## src/rtl/iob_rr_arbiter_pkg.sv

```systemverilog
// ----------------------------------------------------------------------------
// iob_rr_arbiter_pkg
//   Shared encodings for the round-robin arbiter.
//   - BLOCK_* : integer codes for the grant hold policy. The top maps its
//               string BLOCK parameter onto one of these exactly once.
//   - state_t : arbiter state. IDLE means no grant is held, GRANTED means one is.
// ----------------------------------------------------------------------------
package iob_rr_arbiter_pkg;

    localparam int BLOCK_NONE    = 0;
    localparam int BLOCK_REQUEST = 1;
    localparam int BLOCK_ACK     = 2;

    typedef enum logic {
        IDLE    = 1'b0,
        GRANTED = 1'b1
    } state_t;

endpackage

```

## src/rtl/iob_priority_encoder.sv

```systemverilog
// ----------------------------------------------------------------------------
// iob_priority_encoder
//   Combinational fixed-priority encoder.
//   Parameters:
//     WIDTH        : number of input bits (>= 2)
//     LSB_PRIORITY : "HIGH" -> lowest set index wins, "LOW" -> highest wins
//   Ports:
//     unencoded_i [WIDTH]         : input vector
//     encoded_o   [$clog2(WIDTH)] : index of the winning bit (0 when none set)
//     valid_o                     : at least one input bit is set
// ----------------------------------------------------------------------------
module iob_priority_encoder #(
    parameter int    WIDTH        = 4,
    parameter string LSB_PRIORITY = "HIGH"
) (
    input  logic [WIDTH-1:0]         unencoded_i,
    output logic [$clog2(WIDTH)-1:0] encoded_o,
    output logic                     valid_o
);

    localparam int IDX_W = $clog2(WIDTH);

    // The loop scans towards the preferred end so the last hit is the winner.
    always_comb begin
        // NOTE: every output gets a default first so no path leaves it unassigned (no latch).
        encoded_o = '0;
        valid_o   = |unencoded_i;
        if (LSB_PRIORITY == "LOW") begin
            for (int i = 0; i < WIDTH; i++) begin
                if (unencoded_i[i]) encoded_o = IDX_W'(i);
            end
        end else begin
            for (int i = WIDTH - 1; i >= 0; i--) begin
                if (unencoded_i[i]) encoded_o = IDX_W'(i);
            end
        end
    end

endmodule

```

## src/rtl/iob_rr_arbiter.sv

```systemverilog
// ----------------------------------------------------------------------------
// iob_rr_arbiter
//   Round-robin arbiter sharing one resource between PORTS requesters.
//   Two priority encoders look at the masked and unmasked request vectors;
//   the masked result wins when any masked request exists, otherwise the
//   unmasked result wraps the rotation around.
//
//   Parameters:
//     PORTS        : number of requesters (>= 2)
//     BLOCK        : hold policy "NONE" | "REQUEST" | "ACKNOWLEDGE"
//     LSB_PRIORITY : "HIGH" (lowest index first) | "LOW" (highest index first)
//     TIMEOUT      : watchdog limit in cycles (2..65535), timeout build only
//   Ports:
//     clk_i           : clock, rising edge
//     rst_n_i         : synchronous active-low reset
//     req_i   [PORTS] : request vector
//     ack_i   [PORTS] : per-requester release, used only with "ACKNOWLEDGE"
//     grant_o [PORTS] : registered one-hot grant
//     grant_valid_o   : registered, a grant is held
//     grant_encoded_o : registered index of the granted port
//     timeout_o       : registered one-cycle pulse on a forced grant change
//                       (only when IOB_RR_ARBITER_TIMEOUT_EN is defined)
//
//   Optional feature macro: IOB_RR_ARBITER_TIMEOUT_EN
//     Adds a hold watchdog that forces a release after TIMEOUT cycles.
// ----------------------------------------------------------------------------
module iob_rr_arbiter
    import iob_rr_arbiter_pkg::*;
#(
    parameter int    PORTS        = 4,
    parameter string BLOCK        = "REQUEST",
    parameter string LSB_PRIORITY = "HIGH",
    parameter int    TIMEOUT      = 16
) (
    input  logic                     clk_i,
    input  logic                     rst_n_i,
    input  logic [PORTS-1:0]         req_i,
    input  logic [PORTS-1:0]         ack_i,
    output logic [PORTS-1:0]         grant_o,
    output logic                     grant_valid_o,
    output logic [$clog2(PORTS)-1:0] grant_encoded_o
`ifdef IOB_RR_ARBITER_TIMEOUT_EN
    ,
    output logic                     timeout_o
`endif
);

    localparam int IDX_W     = $clog2(PORTS);
    localparam int BLOCK_SEL = (BLOCK == "NONE")        ? BLOCK_NONE :
                               (BLOCK == "ACKNOWLEDGE") ? BLOCK_ACK  : BLOCK_REQUEST;
    localparam bit LSB_LOW   = (LSB_PRIORITY == "LOW");

    if (PORTS < 2) begin : g_chk_ports
        $error("iob_rr_arbiter: PORTS must be at least 2");
    end
    if (BLOCK != "NONE" && BLOCK != "REQUEST" && BLOCK != "ACKNOWLEDGE") begin : g_chk_block
        $error("iob_rr_arbiter: unknown BLOCK policy");
    end
    if (TIMEOUT < 2 || TIMEOUT > 65535) begin : g_chk_timeout
        $error("iob_rr_arbiter: TIMEOUT out of range");
    end

    state_t             state_q;
    logic [PORTS-1:0]   grant_q;
    logic [IDX_W-1:0]   enc_q;
    logic [PORTS-1:0]   mask_q;

    logic [PORTS-1:0]   masked_req;
    logic [IDX_W-1:0]   masked_enc;
    logic               masked_valid;
    logic [IDX_W-1:0]   unmasked_enc;
    logic               any_req;
    logic [IDX_W-1:0]   winner;
    logic [PORTS-1:0]   next_grant;
    logic [PORTS-1:0]   next_mask;
    logic               rel_normal;
    logic               rel;
    logic               do_arb;

    assign masked_req = req_i & mask_q;

    iob_priority_encoder #(
        .WIDTH        (PORTS),
        .LSB_PRIORITY (LSB_PRIORITY)
    ) u_enc_masked (
        .unencoded_i (masked_req),
        .encoded_o   (masked_enc),
        .valid_o     (masked_valid)
    );

    iob_priority_encoder #(
        .WIDTH        (PORTS),
        .LSB_PRIORITY (LSB_PRIORITY)
    ) u_enc_unmasked (
        .unencoded_i (req_i),
        .encoded_o   (unmasked_enc),
        .valid_o     (any_req)
    );

    // Masked requests sit "after" the last winner; with none left, wrap around.
    assign winner     = masked_valid ? masked_enc : unmasked_enc;
    assign next_grant = PORTS'(1) << winner;

    // The new winner moves to the back of the rotation.
    always_comb begin
        next_mask = '0;
        for (int i = 0; i < PORTS; i++) begin
            next_mask[i] = LSB_LOW ? (i < int'(winner)) : (i > int'(winner));
        end
    end

    always_comb begin
        rel_normal = 1'b0;
        case (BLOCK_SEL)
            BLOCK_NONE: rel_normal = 1'b1;
            BLOCK_ACK:  rel_normal = ack_i[enc_q];
            default:    rel_normal = ~req_i[enc_q];
        endcase
    end

`ifdef IOB_RR_ARBITER_TIMEOUT_EN
    localparam int CNT_W = $clog2(TIMEOUT + 1);

    logic [CNT_W-1:0] cnt_q;
    logic             timeout_q;
    logic             expired;

    // Expiry only counts when the holder would not have released anyway.
    assign expired = (state_q == GRANTED) && (cnt_q == CNT_W'(TIMEOUT - 1)) && !rel_normal;
    assign rel     = rel_normal | expired;

    always_ff @(posedge clk_i) begin
        if (!rst_n_i) begin
            cnt_q     <= '0;
            timeout_q <= 1'b0;
        end else begin
            timeout_q <= expired;
            // Arbitration happens in IDLE and on every new grant: both restart the count.
            if (do_arb) cnt_q <= '0;
            else        cnt_q <= cnt_q + CNT_W'(1);
        end
    end

    assign timeout_o = timeout_q;
`else
    assign rel = rel_normal;
`endif

    assign do_arb = (state_q == IDLE) || rel;

    always_ff @(posedge clk_i) begin
        // NOTE: sequential state uses non-blocking assignments so every register samples pre-edge values.
        if (!rst_n_i) begin
            state_q <= IDLE;
            grant_q <= '0;
            enc_q   <= '0;
            mask_q  <= '1;
        end else if (do_arb) begin
            if (any_req) begin
                state_q <= GRANTED;
                grant_q <= next_grant;
                enc_q   <= winner;
                mask_q  <= next_mask;
            end else begin
                state_q <= IDLE;
                grant_q <= '0;
            end
        end
    end

    assign grant_o         = grant_q;
    assign grant_valid_o   = (state_q == GRANTED);
    assign grant_encoded_o = enc_q;

endmodule

```

## config.mk

```make
export PLATFORM = sky130hd
export DESIGN_NAME = iob_rr_arbiter
export DESIGN_NICKNAME = d
export VERILOG_FILES = /design/src/rtl/iob_rr_arbiter_pkg.sv /design/src/rtl/iob_priority_encoder.sv /design/src/rtl/iob_rr_arbiter.sv
export SDC_FILE = /design/constraint.sdc
export NUM_CORES = 1
export LEC_CHECK = 0
export ABC_CLOCK_PERIOD_IN_PS = 1900
export BUFFER_PORTS_ARGS = -buffer_cell sky130_fd_sc_hd__buf_2
export CAP_MARGIN = 30
export CORE_UTILIZATION = 25
export CTS_BUF_LIST = sky130_fd_sc_hd__clkbuf_16
export DETAILED_ROUTE_END_ITERATION = 7
export PLACE_DENSITY = 0.46
export SLEW_MARGIN = 0
export SYNTH_ARGS = -nofsm -noshare
export SYNTH_HDL_FRONTEND = slang
export SYNTH_SLANG_ARGS = --single-unit
```

## constraint.sdc

```tcl
create_clock -name clk_i -period 1.9 [get_ports clk_i]
set_clock_uncertainty 0.1 [all_clocks]
set_input_delay 0.095 -clock clk_i [delete_from_list [all_inputs] [get_ports clk_i]]
set_output_delay 0.095 -clock clk_i [all_outputs]
set_load 0.02 [all_outputs]
```

# Word-level counts from Yosys, hierarchy flattened
# Index checks and enable logic that the tools add are counted.
dict set report word_totals {
  inputBits 10
  out_inout_bits 7
  regBits 11
}
dict set report op_classes {
  bitwise_logic 3
  reduce_logical 4
  magnitude_cmp 4
  shift 1
  muxes 13
}
# operator n
set op_table {}
lappend op_table {{2-bit 2-to-1 mux} 9}
lappend op_table {{4-bit OR reduction} 2}
lappend op_table {{4-bit bitwise AND} 1}
lappend op_table {{2-bit greater-than comparator, first input constant} 2}
lappend op_table {{4-bit 2-to-1 mux} 1}
lappend op_table {{1-bit by 2-bit left shift with 4-bit output, first input constant} 1}
lappend op_table {{2-bit by 3-bit less-than comparator with 1-bit output, second input constant} 1}
lappend op_table {{1-bit binary-select mux with 2-bit select} 1}
lappend op_table {{1-bit by 2-bit greater-than comparator with 1-bit output, first input constant} 1}
lappend op_table {{1-bit 2-to-1 mux} 2}
lappend op_table {{1-bit inverter} 2}
lappend op_table {{2-bit AND reduction} 1}
lappend op_table {{1-bit logical OR} 1}

# Depth between registers and ports, before layout
dict set report depth {
  ltp_word 8
  mapped_depth 4
  depth_no_buf 4
}

# By module
# A second synthesis with hierarchy kept.
dict set report unflattened {
  hier_cells 75
  hier_area_um2 601.8
}
# module area_each_um2 instances cells_each seq_area_each_um2
set modules_own_cells {}
lappend modules_own_cells {iob_rr_arbiter 531.8 1 61 220.2}
lappend modules_own_cells {iob_priority_encoder 35.0 2 7 0.0}

# Worst setup path before layout
# Ideal clock, no wire load.
dict set report synth_timing {
  kind {register to register}
  startpoint {reg enc_q[0] (netlist: grant_encoded_o[0])}
  endpoint {reg grant_q[2] (netlist: grant_o[2])}
  path_slack_ns 0.282
  setup_time_ns 0.117
  path_stages_with_launch 5
  t_arrival_ns 1.401
  n_path_buf 0
  path_cell_list {dfxtp_1 > mux2i_1 > o221ai_4 > and3b_1 > a32o_1}
}
dict set report synth_via {
  elab_chain_len 4
}
# element line_no
set synth_lines {}
lappend synth_lines {{start, declared} iob_rr_arbiter.sv:65} ;# logic [IDX_W-1:0] enc_q;
lappend synth_lines {{start signal, assigned} iob_rr_arbiter.sv:162} ;# enc_q <= winner;
lappend synth_lines {{1-bit binary-select mux with 2-bit select} iob_rr_arbiter.sv:117} ;# default: rel_normal = ~req_i[enc_q];
lappend synth_lines {{1-bit 2-to-1 mux (not written as such)} iob_rr_arbiter.sv:117}
lappend synth_lines {{1-bit inverter} iob_rr_arbiter.sv:117}
lappend synth_lines {{1-bit logical OR} iob_rr_arbiter.sv:149} ;# assign do_arb = (state_q == IDLE) || rel;
lappend synth_lines {{end signal, assigned} iob_rr_arbiter.sv:161} ;# grant_q <= next_grant;
lappend synth_lines {{end, declared} iob_rr_arbiter.sv:64} ;# logic [PORTS-1:0] grant_q;
# Every way passes these cells. The select of a mux whose other input is x is not followed.
# A chain may end at the register's enable or synchronous reset.

# Worst setup path in the final report
# Same ends and word-level chain as after synthesis.

==> impl_metrics.yaml <==
run_status:
  status: "complete, no violations"
grt:
  grt_pass1_wl_um: 1920
  grt_max_degree: 11
  antenna_found_initial: 0
  grt_usage_pct: 13.1
  first_global_vias: 424
  grt-ovfl-total: 0
synth:
  synth_most_common_cell: "dfxtp_1"
  synth_cell_types: 26
  synth_common_cells: "dfxtp_1, nand2_1, a32o_1"
  yosysSeqAreaShare_pct: 43.2
  synth_edf_count: 0
  ys_ff_latch: 11
  syn_inst: 52
  syn-mean-instance-area_um2: 9.79
  synth_top_area_cell: "dfxtp_1"
  yosysTopAreaCellShare_pct: 43.2
  synthArstFlopShare_pct: 0
  synth_area_um2: 509
  synth_ff_type: "dfxtp_1"
  yosysWarnings: 0
  synth_area_leaders: "dfxtp_1, a32o_1, o221ai_4, nand2_1, mux2i_1"
  synth_nets: 62
placed_design:
  dp.cells: 88
  port_buffers: 12
  pre_cts_ws_ps: 220
  gp_congestion: 0.780
  dp_hpwl_um: 836
clocking:
  clk_latency_ps: 240
  cts_buffers: 3
  cts_hold_buf: 0
  root_buffer: "clkbuf_16"
  cts_tree: "built"
  postCtsResizedCells: 0
  cts_htree_levels: 1
  clock-sinks: 11
  clk_pin_slew_worst_paths_ps: 40
  post_cts_buffers: 0
  cts_buffer_depth: 2
floorplanning:
  start_util_pct: 28.0
  die_area_um2: 2220
  io_pins: 17
  fp.dieW_um: 47.1
  rows: 15
  core_area_um2: 1820
  fp.dieH_um: 47.1
cells_and_area:
  multi_input_area_um2: 282
  nFillCells: 208
  final_nets: 78
  drive_gt1_share_pct: 25.4
  diodes: 0
  fin_cells: 92
  area_growth_pct: 32.7
  finalCoreUtilization_pct: 37.1
  seqCellArea_um2: 220
setup_path:
  worstPathMaxFanout: 9
  reg2reg_depth: 4
  critical_path_arrival_ps: 1710
  crit_start: "grant_encoded_o[0]$_SDFFE_PN0P_"
  r2r-start: "grant_encoded_o[0]$_SDFFE_PN0P_"
  path_depth: 4
  critPathBufInv: 0
  cpMaxStageDelayCell: "dfxtp_1"
  crit_required_ps: 1980
  cp_top_family: "flip-flops"
  crit_chain: "mux2i_1 -> o221ai_4 -> and3b_1 -> a32o_1"
  cp-end-kind: "flip-flop"
  worstSetupPathType: "reg -> reg"
  r2r_slack_ps: 270
  max_stage_delay_ps: 400
  r2r_end: "grant_o[2]$_SDFFE_PN0P_"
  cp-endpoint: "grant_o[2]$_SDFFE_PN0P_"
  startpoint_type: "flip-flop"
sta:
  slew_headroom_pct: 69.9
  hold_viol_final: 0
  slew_viol_final: 0
  tns_ps: 0
  fmax_ghz: 0.612
  period_share_pct: 86.0
  fin_crit_ps: 1630
  setup_ws_ps: 266
  finalSetupViolCount: 0
  worstMarginPinSlew_ps: 450
  grt_setup_unrepaired: "no"
routing:
  wl_per_cell_um: 12.3
  routed_via_density: 5.03
  routed_wl_um: 1140
  vias: 463
  remaining_drc_errors: 0
  drt_first_pass_iters: 4
  drtAntennaViolNets: 0
  drt_iter0_drc: 15
pwr:
  powerDensity_nw_per_um2: 1150
  irDropWorstVdd_mv: 0.730
  leakagePower_nw: 0.278
flow_run:
  drv_cap: 0
hold_path:
  hold_class: "in -> reg"
==> cells in the final DEF (no fill, tap or decap), drive strengths merged <==
| cell | instances |
|---|---|
| a31oi | 1 |
| a221o | 1 |
| or4 | 1 |
| o221ai | 1 |
| nand3b | 1 |
| dfxtp | 11 |
| nand2 | 6 |
| nand3 | 1 |
| o22a | 1 |
| o32ai | 1 |
| and2 | 3 |
| o22ai | 1 |
| mux2i | 2 |
| clkbuf | 3 |
| buf | 12 |
| nor3b | 2 |
| nand2b | 1 |
| nor2b | 1 |
| o21a | 1 |
| a21oi | 2 |
| nor2 | 3 |
| inv | 2 |
| o21ai | 2 |
| a22oi | 2 |
| and3b | 1 |
| a32o | 4 |
==> metal layers <==
layer | wire length, µm | share of wire (%) | GRT usage, %
met1 | 578 | 51 | 18.0
met2 | 452 | 40 | 17.8
met3 | 74 | 6.5 | 4.62
met4 | 28 | 2.5 | 6.86
met5 | 0 | 0 | 0
==> worst reg2reg max path: cells and delay by family, from the launching register on <==
kind / cells / cell delay, ps
flip-flops: 1 / 400
AO/OA/AOI/OAI: 2 / 380
AND/OR/NAND/NOR: 1 / 350
multiplexers: 1 / 340
==> metrics by stage <==
step                      power [W]  hold slack [ps]  cell area (µm²)
after floorplan            0.000364              238              509
after global placement     0.000405              258              597
after detailed placement   0.000405              260              597
after CTS                  0.000788             13.9              676
after global routing       0.000815             26.9              676
final                      0.000776             13.8              676
==> state kept, by name (all words and copies together) (netlist names) <==
signal           cells
mask_q               4
grant_encoded_o      2
grant_valid_o        1
grant_o              4
==> worst min-delay path by stage <==
| stage | slack (ps) | from | cells past startpoint | endpoint |
|---|---|---|---|---|
| 6_report | 10 | rst_n_i | 2 | mask_q[0]$_SDFFE_PN1P_ |
| 5_1_grt | 30 | rst_n_i | 2 | mask_q[0]$_SDFFE_PN1P_ |
| 4_1_cts | 10 | rst_n_i | 2 | mask_q[0]$_SDFFE_PN1P_ |
| 3_5_place_dp | 260 | rst_n_i | 2 | mask_q[0]$_SDFFE_PN1P_ |
| 3_3_place_gp | 260 | rst_n_i | 2 | mask_q[0]$_SDFFE_PN1P_ |
| 2_1_floorplan | 240 | req_i[0] | 2 | grant_valid_o$_SDFFE_PN0P_ |
==> where the power goes <==
part | switching, W | leakage (nW) | internal, W
Combinational | 0.0000752 | 0.145 | 0.0000535
Clock | 0.000100 | 0.0423 | 0.000276
Sequential | 0.0000168 | 0.0909 | 0.000254
Total | 0.000192 | 0.278 | 0.000584
==> kinds of logic (layout without fill, tap and decap cells) <==
kind of cell,count (synthesis),count (layout),share of synthesized area [%]
AO/OA/AOI/OAI,17,17,29.2
AND/OR/NAND/NOR,20,20,22.1
buffers and inverters,2,17,1.47
flip-flops,11,11,43.2
multiplexers,2,2,3.93
==> layout make-up <==
cell class / count / share of cell area, %
inverter: 1 / 0.556
timing repair buffer: 12 / 8.89
multi-input combinational: 39 / 41.7
tap: 25 / 4.63
clock inverter: 1 / 0.556
clock buffer: 3 / 11.1
sequential: 11 / 32.6
No activity file was read; power rests on OpenSTA's default activity.
